--- src/rtl/fir_out_decim.sv ---
// FIR output back-end: warm-up discard, decimation by DECIM, round/saturate to OUT_W, output FIFO.
// Optional macro FIR_OUT_DECIM_AVG_EN replaces sample picking by block averaging over DECIM samples.
module fir_out_decim #(
  parameter int IN_W       = 32,
  parameter int OUT_W      = 16,
  parameter int SHIFT      = 15,
  parameter int DECIM      = 4,
  parameter int WARMUP     = 16,
  parameter int FIFO_DEPTH = 4
) (
  input  logic                    clk,
  input  logic                    reset,
  input  logic signed [IN_W-1:0]  din,
  input  logic                    din_valid,
  output logic signed [OUT_W-1:0] dout,
  output logic                    dout_valid,
  input  logic                    dout_ready,
  output logic                    sat,
  output logic                    overflow,
  input  logic                    clr_flags
);

  localparam int PH_W  = (DECIM > 1) ? $clog2(DECIM) : 1;
  localparam int WC_W  = (WARMUP > 0) ? $clog2(WARMUP + 1) : 1;
  localparam int PTR_W = (FIFO_DEPTH > 1) ? $clog2(FIFO_DEPTH) : 1;
  localparam int CNT_W = $clog2(FIFO_DEPTH + 1);
  localparam logic signed [IN_W:0] RND  = $signed({{IN_W{1'b0}}, 1'b1} << (SHIFT - 1));
  localparam logic signed [IN_W:0] MAXV = $signed({{(IN_W - OUT_W + 2){1'b0}}, {(OUT_W - 1){1'b1}}});
  localparam logic signed [IN_W:0] MINV = ~MAXV;

  if (DECIM < 1 || DECIM > 256) begin : g_bad_decim
    $error("fir_out_decim: DECIM must be in 1..256");
  end
  if (FIFO_DEPTH < 1 || (FIFO_DEPTH & (FIFO_DEPTH - 1)) != 0) begin : g_bad_depth
    $error("fir_out_decim: FIFO_DEPTH must be a power of 2");
  end

  // Rounding add is done one bit wider than the input so it can never wrap.
  function automatic logic [OUT_W-1:0] requant(input logic signed [IN_W-1:0] x, output logic clip);
    logic signed [IN_W:0] r;
    r = ($signed({x[IN_W-1], x}) + RND) >>> SHIFT;
    if (r > MAXV) begin
      requant = MAXV[OUT_W-1:0];
      clip    = 1'b1;
    end else if (r < MINV) begin
      requant = MINV[OUT_W-1:0];
      clip    = 1'b1;
    end else begin
      requant = r[OUT_W-1:0];
      clip    = 1'b0;
    end
  endfunction

  function automatic logic [PTR_W-1:0] ptr_inc(input logic [PTR_W-1:0] p);
    if (p == PTR_W'(FIFO_DEPTH - 1)) ptr_inc = '0;
    else                             ptr_inc = p + PTR_W'(1);
  endfunction

  logic [WC_W-1:0]         warm_q, warm_d;
  logic [PH_W-1:0]         phase_q, phase_d;
  logic                    take_s, last_s, sel_s, clip_s;
  logic signed [IN_W-1:0]  pick_s;
  logic signed [OUT_W-1:0] rq_s, stg_q, dout_q, dout_d, head_s;
  logic                    stg_vld_q, dout_valid_q, sat_q, sat_d, ovf_q, ovf_d;
  logic signed [OUT_W-1:0] mem_q [FIFO_DEPTH];
  logic [PTR_W-1:0]        wr_q, wr_d, rd_q, rd_d;
  logic [CNT_W-1:0]        count_q, count_d;
  logic                    full_s, pop_s, push_s, drop_s;

`ifdef FIR_OUT_DECIM_AVG_EN
  localparam int ACC_W = IN_W + 8;
  localparam int LOG2D = $clog2(DECIM);
  logic signed [ACC_W-1:0] acc_q, acc_d, sum_s;

  if ((DECIM & (DECIM - 1)) != 0) begin : g_bad_avg
    $error("fir_out_decim: averaging requires DECIM to be a power of 2");
  end
`endif

  always_comb begin
    take_s  = din_valid && (warm_q == WC_W'(WARMUP));
    last_s  = (phase_q == PH_W'(DECIM - 1));
    warm_d  = warm_q;
    phase_d = phase_q;
    if (din_valid && !take_s) warm_d = warm_q + WC_W'(1);
    if (take_s) phase_d = last_s ? '0 : phase_q + PH_W'(1);
`ifdef FIR_OUT_DECIM_AVG_EN
    sum_s  = acc_q + {{(ACC_W - IN_W){din[IN_W-1]}}, din};
    acc_d  = acc_q;
    if (take_s) acc_d = last_s ? '0 : sum_s;
    sel_s  = take_s && last_s;
    pick_s = IN_W'(sum_s >>> LOG2D);
`else
    sel_s  = take_s && (phase_q == '0);
    pick_s = din;
`endif
    rq_s = requant(pick_s, clip_s);
  end

  // The new head is the just-pushed sample when it lands in the slot the read pointer moves to.
  always_comb begin
    full_s = (count_q == CNT_W'(FIFO_DEPTH));
    pop_s  = (count_q != '0) && dout_ready;
    push_s = stg_vld_q && (!full_s || pop_s);
    drop_s = stg_vld_q && full_s && !pop_s;
    wr_d   = push_s ? ptr_inc(wr_q) : wr_q;
    rd_d   = pop_s ? ptr_inc(rd_q) : rd_q;
    case ({push_s, pop_s})
      2'b10:   count_d = count_q + CNT_W'(1);
      2'b01:   count_d = count_q - CNT_W'(1);
      default: count_d = count_q;
    endcase
    head_s = (push_s && (wr_q == rd_d)) ? stg_q : mem_q[rd_d];
    dout_d = (count_d != '0) ? head_s : dout_q;
    sat_d  = (clr_flags ? 1'b0 : sat_q) | (sel_s && clip_s);
    ovf_d  = (clr_flags ? 1'b0 : ovf_q) | drop_s;
  end

  always_ff @(posedge clk or posedge reset) begin
    if (reset) begin
      warm_q       <= '0;
      phase_q      <= '0;
      stg_q        <= '0;
      stg_vld_q    <= 1'b0;
      wr_q         <= '0;
      rd_q         <= '0;
      count_q      <= '0;
      dout_q       <= '0;
      dout_valid_q <= 1'b0;
      sat_q        <= 1'b0;
      ovf_q        <= 1'b0;
      for (int i = 0; i < FIFO_DEPTH; i++) mem_q[i] <= '0;
    end else begin
      warm_q       <= warm_d;
      phase_q      <= phase_d;
      stg_vld_q    <= sel_s;
      if (sel_s) stg_q <= rq_s;
      if (push_s) mem_q[wr_q] <= stg_q;
      wr_q         <= wr_d;
      rd_q         <= rd_d;
      count_q      <= count_d;
      dout_q       <= dout_d;
      dout_valid_q <= (count_d != '0);
      sat_q        <= sat_d;
      ovf_q        <= ovf_d;
    end
  end

`ifdef FIR_OUT_DECIM_AVG_EN
  always_ff @(posedge clk or posedge reset) begin
    if (reset) acc_q <= '0;
    else       acc_q <= acc_d;
  end
`endif

  assign dout       = dout_q;
  assign dout_valid = dout_valid_q;
  assign sat        = sat_q;
  assign overflow   = ovf_q;

endmodule

--- config.mk ---
export PLATFORM = sky130hd
export DESIGN_NAME = fir_out_decim
export DESIGN_NICKNAME = d
export VERILOG_FILES = /design/src/rtl/fir_out_decim.sv
export SDC_FILE = /design/constraint.sdc
export NUM_CORES = 1
export LEC_CHECK = 0
export CAP_MARGIN = 20
export CORE_ASPECT_RATIO = 2
export CORE_UTILIZATION = 55
export DETAILED_ROUTE_END_ITERATION = 8
export DONT_BUFFER_PORTS = 1
export PLACE_DENSITY = 0.67
export REMOVE_ABC_BUFFERS = 1
export SYNTH_ARGS = -nofsm -noshare
export SYNTH_HDL_FRONTEND = slang
export SYNTH_SLANG_ARGS = --single-unit
--- constraint.sdc ---
create_clock -name clk -period 4.3 [get_ports clk]
set_input_delay 0.86 -clock clk [delete_from_list [all_inputs] [get_ports clk]]
set_output_delay 0.86 -clock clk [all_outputs]
set_load 0.05 [all_outputs]
* After elaboration in Yosys (flattened, before gate mapping)
Cells that the tools add are included.
Operators by class: $add $sub $neg 7, magnitude comparators 5, eq/ne operators 8, muxes and demuxes 18, bitwise logic cells 4, reduce and logical (&&, ||, !) cells 17
Operators by type and width (count):
- 16-bit 2-to-1 mux | 6
- 64-bit bitwise mux | 1
- 32-bit by 16-bit adder with 33-bit output (second input constant) | 1
- 16-bit binary-select mux with 2-bit select | 1
- 16-bit demux with 2-bit select | 1
- 18-bit by 16-bit greater-than comparator with 1-bit output (second input constant) | 1
- 18-bit by 16-bit < comparator with 1-bit output (second input constant) | 1
- 1-bit logical AND | 10
- 2-bit equality test (second input constant) | 4
- 2-bit 2-to-1 mux | 4
- 2-bit by 1-bit adder with 2-bit output (second input constant) | 3
- 3-bit greater-or-equal comparator (second input constant) | 2
- 2-bit inverter with 3-bit output | 2
- 3-bit case mux with 2 select lines | 1
- 3-bit nonzero test | 2
- 5-bit by 1-bit adder with 5-bit output (second input constant) | 1
- 5-bit equality test (second input constant) | 1
- 1-bit 2-to-1 mux | 4
- 3-bit by 1-bit adder with 3-bit output (second input constant) | 1
- 3-bit equality test (second input constant) | 1
- 1-bit logical NOT | 3
- 3-bit by 1-bit < comparator with 1-bit output (second input constant) | 1
- 3-bit by 1-bit subtractor with 3-bit output (second input constant) | 1
- 2-bit by 1-bit equality test with 1-bit output (second input constant) | 1
- other kinds (4) | 5
Word-level totals: bits in registers 114, input bits 37, output and inout bits 19, logic and storage cells 74

* Logic depth before layout (Yosys ltp)
word-level depth 8, mapped depth 15, mapped depth without buffers 12

* Least setup slack after synthesis
OpenSTA, ideal clock, no wires.
path kind in2reg, start input dout_ready, end register dout_q[0] (netlist: dout[0]), setup time 141 ps, data arrival time 3428 ps, data required time 4159 ps, setup slack 731 ps, cell stages on the path 15, path buffers 3, cell sequence nor4b_1 > nor2b_1 > clkbuf_1 > inv_1 > ha_1 > inv_1 > fa_1 > xor2_1 > nor2_1 > xnor2_1 > or3b_2 > clkbuf_1 > clkbuf_1 > nor2_1 > a31oi_1
Between the ends: cells in the longest elaborated chain, start to end 7, elaborated cells on any way between the ends 15, those cells by class eq/ne: 3; mux: 6; bitwise: 1; reduce/logical: 5
Ends and longest elaborated chain:
- start, declared | line 17 | input logic dout_ready,
- 1-bit logical AND * | line 103 | pop_s = (count_q != '0) && dout_ready;
- 2-bit 2-to-1 mux | line 107 | rd_d = pop_s ? ptr_inc(rd_q) : rd_q;
- 2-bit inverter with 3-bit output (implied by the code) | line 113 | head_s = (push_s && (wr_q == rd_d)) ? stg_q : mem_q[rd_d];
- 16-bit binary-select mux with 2-bit select | line 113
- 16-bit 2-to-1 mux (implied by the code) (2 in series) | line 113
- 16-bit 2-to-1 mux | line 113
- end signal, assigned | line 142 | dout_q <= dout_d;
- end, declared | line 63 | logic signed [OUT_W-1:0] rq_s, stg_q, dout_q, dout_d, head_s;
Every way passes the cells marked *; elsewhere a longest branch is shown, timed or not. The select of a mux whose other input is x is not followed. A chain may end at the register's enable or synchronous reset.

* Worst setup path after layout
start register count_q[1], end register dout_q[7] (netlist: dout[7])
Between the ends: cells in the longest elaborated chain, start to end 8, elaborated cells on any way between the ends 20, those cells by class add/sub: 2; eq/ne: 4; mux: 6; bitwise: 1; reduce/logical: 7
Ends and longest elaborated chain:
- start, declared | line 67 | logic [CNT_W-1:0] count_q, count_d;
- start signal, assigned | line 141 | count_q <= count_d;
- 3-bit nonzero test | line 103
- 1-bit logical AND | line 103
- 2-bit 2-to-1 mux | line 107
- 2-bit inverter with 3-bit output (implied by the code) | line 113
- 16-bit binary-select mux with 2-bit select | line 113
- 16-bit 2-to-1 mux (implied by the code) (2 in series) | line 113
- 16-bit 2-to-1 mux | line 113
Several ways; a longest one is shown, not always the timed one. The select of a mux whose other input is x is not followed.

==> results.py <==
metrics = {
    "synthesis": {
        "synth_cells": 505,
        "synth_top_cell_by_area": "dfrtp_1",
        "syn_area_per_cell_um2": 10.9,
        "synth_edf_count": 0,
        "ys_types": 47,
        "synth_area_mm2": 0.00549,
        "ys_seq_area_share_pct": 51.9,
        "async_flop_share_pct": 100,
        "ys_seq_elements": 114,
        "netlist_top_cells_area": "dfrtp_1 52%, mux2_2 14%, nand2_1 3.3%",
        "ys.flop_type": "dfrtp_1",
        "synth_top_area_share_pct": 51.9,
        "yosysWarnings": 0,
    },
    "floorplan": {
        "die_width_um": 72.7,
        "core_area_mm2": 0.00970,
        "die-area_mm2": 0.0104,
        "rows": 51,
        "die_h_um": 143,
        "io_pins": 56,
        "start_util_pct": 56.6,
    },
    "pwr": {
        "p_sw_share_pct": 38.6,
        "clockPowerShare_pct": 28.8,
        "seq_power_share_pct": 41.8,
        "p_switching_mw": 1.74,
        "irDropWorstVdd_v": 0.000490,
        "p_per_area_mw_per_mm2": 732,
        "p_int_mw": 2.77,
        "power.share.combinational_pct": 29.4,
        "leakage_nw": 2.87,
    },
    "global_routing": {
        "grt_pass1_wl_um": 19100,
        "grtUsageTotal_pct": 24.9,
        "antenna_found_initial": 0,
        "grt.overflow.total": 0,
        "grt_pass1_vias": 3725,
        "grt_max_degree": 82,
    },
    "timing": {
        "setup_viol": 0,
        "totalNegativeSetupSlack_ns": 0,
        "finalCritPeriodShare_pct": 82.0,
        "drv_slew": 0,
        "finalHoldViolCount": 0,
        "relSlewSlack_pct": 33.3,
        "rsz0062_at_grt": "false",
        "clock.fmax_mhz": 283,
        "fin_worst_skew_ns": 0.00750,
        "tightestPinTransition_ns": 0.999,
        "period_needed_ns": 3.53,
    },
    "detailed_routing": {
        "vias_per_cell": 5.76,
        "route.detailed.drc": 0,
        "first_pass_iters": 4,
        "wire_per_inst_um": 17.9,
        "vias": 3728,
        "final_antenna_net_count": 0,
        "drtIter0Drc": 190,
        "finalWirelength_um": 11600,
    },
    "clock_tree": {
        "clkTransAtPathRegs_ns": 0.05,
        "clock-sinks": 114,
        "cts_resized": 0,
        "hold_buffers": 0,
        "cts_buffers": 17,
        "htree_levels": 4,
        "insertion_delay_ns": 0.41,
        "cts_tree": "yes",
        "cts_buffer_depth": 2,
        "cts_setup_buffers": 0,
        "clock-root-buffer": "clkbuf_16",
    },
    "setup_path": {
        "rrSetupSlack_ns": 0.77,
        "crit_arrival_ns": 3.77,
        "path_class": "register to register",
        "crit_path_start_kind": "register",
        "cp.required_ns": 4.54,
        "critical_path.max_fanout": 33,
        "cp-end-kind": "register",
    },
    "finish": {
        "finalNetCount": 553,
        "diodes": 0,
        "syn2layout_area_growth_pct": 12.1,
        "fin_util_pct": 63.5,
        "multi_input_area_mm2": 0.00238,
        "drive_above_1_share_pct": 20.8,
        "seq_area_mm2": 0.00285,
        "fillCellCount": 809,
    },
    "placed_design": {
        "gp_congestion": 0.773,
        "io_buffers": 0,
        "dpl.hpwl_um": 7500,
    },
    "status": {
        "outcome": "finished, final reports clean",
    },
    "hold_path": {
        "hp-class": "input pin to async pin",
    },
    "job": {
        "maxCapViolCount": 0,
    },
}
state kept, by name, summed over array words and instances (netlist names), 2 cells and up:
register / cells
count_q: 3
dout: 16
mem_q: 64
phase_q: 2
rd_q: 2
stg_q: 16
warm_q: 5
wr_q: 2
per-layer routing:
| layer | wire length (µm) | up-vias | track usage (%) |
|---|---|---|---|
| met5 | 0 | - | 0 |
| met4 | 242 | 0 | 9.49 |
| met3 | 552 | 18 | 7.01 |
| met2 | 6110 | 87 | 41.4 |
| met1 | 4710 | 1876 | 30.4 |
| li1 | - | 1747 | - |
placed cells by master, fill, tap and decap left out, types with 2 or more instances in the layout:
master     instances
o22a_1            14
buf_4              4
nor3_1             5
inv_1             31
nor2_1            38
o21ai_0           19
clkbuf_8           4
mux2_2            66
clkinv_2           5
xor2_1             7
and3_1             2
nand4_1            5
dfrtp_1          114
a211o_1           16
a31oi_1           16
clkbuf_16         17
clkbuf_1           3
nand2b_1           2
nand2_1           49
or3_1              2
ha_1              11
nand3_1            8
o21ai_1            4
a21oi_1           32
xnor2_1           16
synth_stat cells (2+ instances only):
library cell / n
a211o_1: 16
a21oi_1: 32
a31oi_1: 16
and3_1: 2
buf_1: 2
buf_2: 9
buf_6: 2
clkbuf_1: 11
dfrtp_1: 114
ha_1: 11
inv_1: 32
mux2_2: 66
nand2_1: 49
nand2b_1: 2
nand3_1: 8
nand4_1: 5
nor2_1: 38
nor3_1: 5
o21ai_0: 19
o21ai_1: 4
o22a_1: 14
or3_1: 2
xnor2_1: 16
xor2_1: 7
critical path, stage by stage (launching register included):
cell and delay (ns):
dfrtp_1 0.42, nor4b_1 0.42, nor2b_1 0.20, inv_1 0.17
ha_1 0.21, inv_1 0.06, fa_1 0.37, xor2_1 0.15
nor2_1 0.12, xnor2_1 0.16, or3b_2 0.81, nor2_1 0.20
a31oi_1 0.06
through the flow:
step	hold WS [ns]	instances	total power [mW]	worst slack (ns)	cell area, µm²
global route	0.201	647	4.80	0.451	6150
global placement	0.463	616	3.18	0.472	5580
finish	0.210	647	4.51	0.772	6150
CTS	0.479	646	4.54	0.768	6130
detailed placement	0.468	616	3.24	0.408	5580
floorplan	0.438	479	2.83	0.424	5360
power groups by stage:
| stage | combinational [mW] | sequential, mW | clock (mW) |
|---|---|---|---|
| after floorplan | 1.02 | 1.81 | 0 |
| final | 1.33 | 1.89 | 1.30 |
| after detailed placement | 1.33 | 1.91 | 0 |
| after global routing | 1.50 | 1.93 | 1.37 |
| after CTS | 1.34 | 1.89 | 1.32 |
| after global placement | 1.29 | 1.89 | 0 |
path summary, 6_finish.rpt:
| kind | from | end | depth (start not counted) |
|---|---|---|---|
| min reg2reg | warm_q[4] | warm_q[4] | 1 |
| max | count_q[1] | dout[7] | 12 |
| max reg2reg | count_q[1] | dout[7] | 12 |
| max in group asynchronous | reset | dout[5] | 3 |
| min | reset | dout[10] | 1 |
| min in group clk | warm_q[4] | warm_q[4] | 1 |
kinds of logic after synthesis:
kind of cell / count (synthesis) / share of synthesized area [%]
and+or+nand+nor: 121 / 9.93
DFF: 114 / 51.9
AOI/OAI and AO/OA: 106 / 12.5
muxes: 69 / 14.4
buffers and inverters: 60 / 4.67
xor gates and xnor gates: 23 / 3.67
adders and majority gates: 12 / 2.87
final cells by class:
| type | instances | share of cell area [%] |
|---|---|---|
| inverters | 34 | 2.11 |
| repair buffers | 6 | 1.26 |
| multi-input cells | 331 | 38.7 |
| flip-flops and latches | 114 | 46.4 |
| well taps | 132 | 2.68 |
| clock inverters | 6 | 0.894 |
| clock buffers | 24 | 7.99 |
Note: power is estimated with default switching activity, not from simulation.
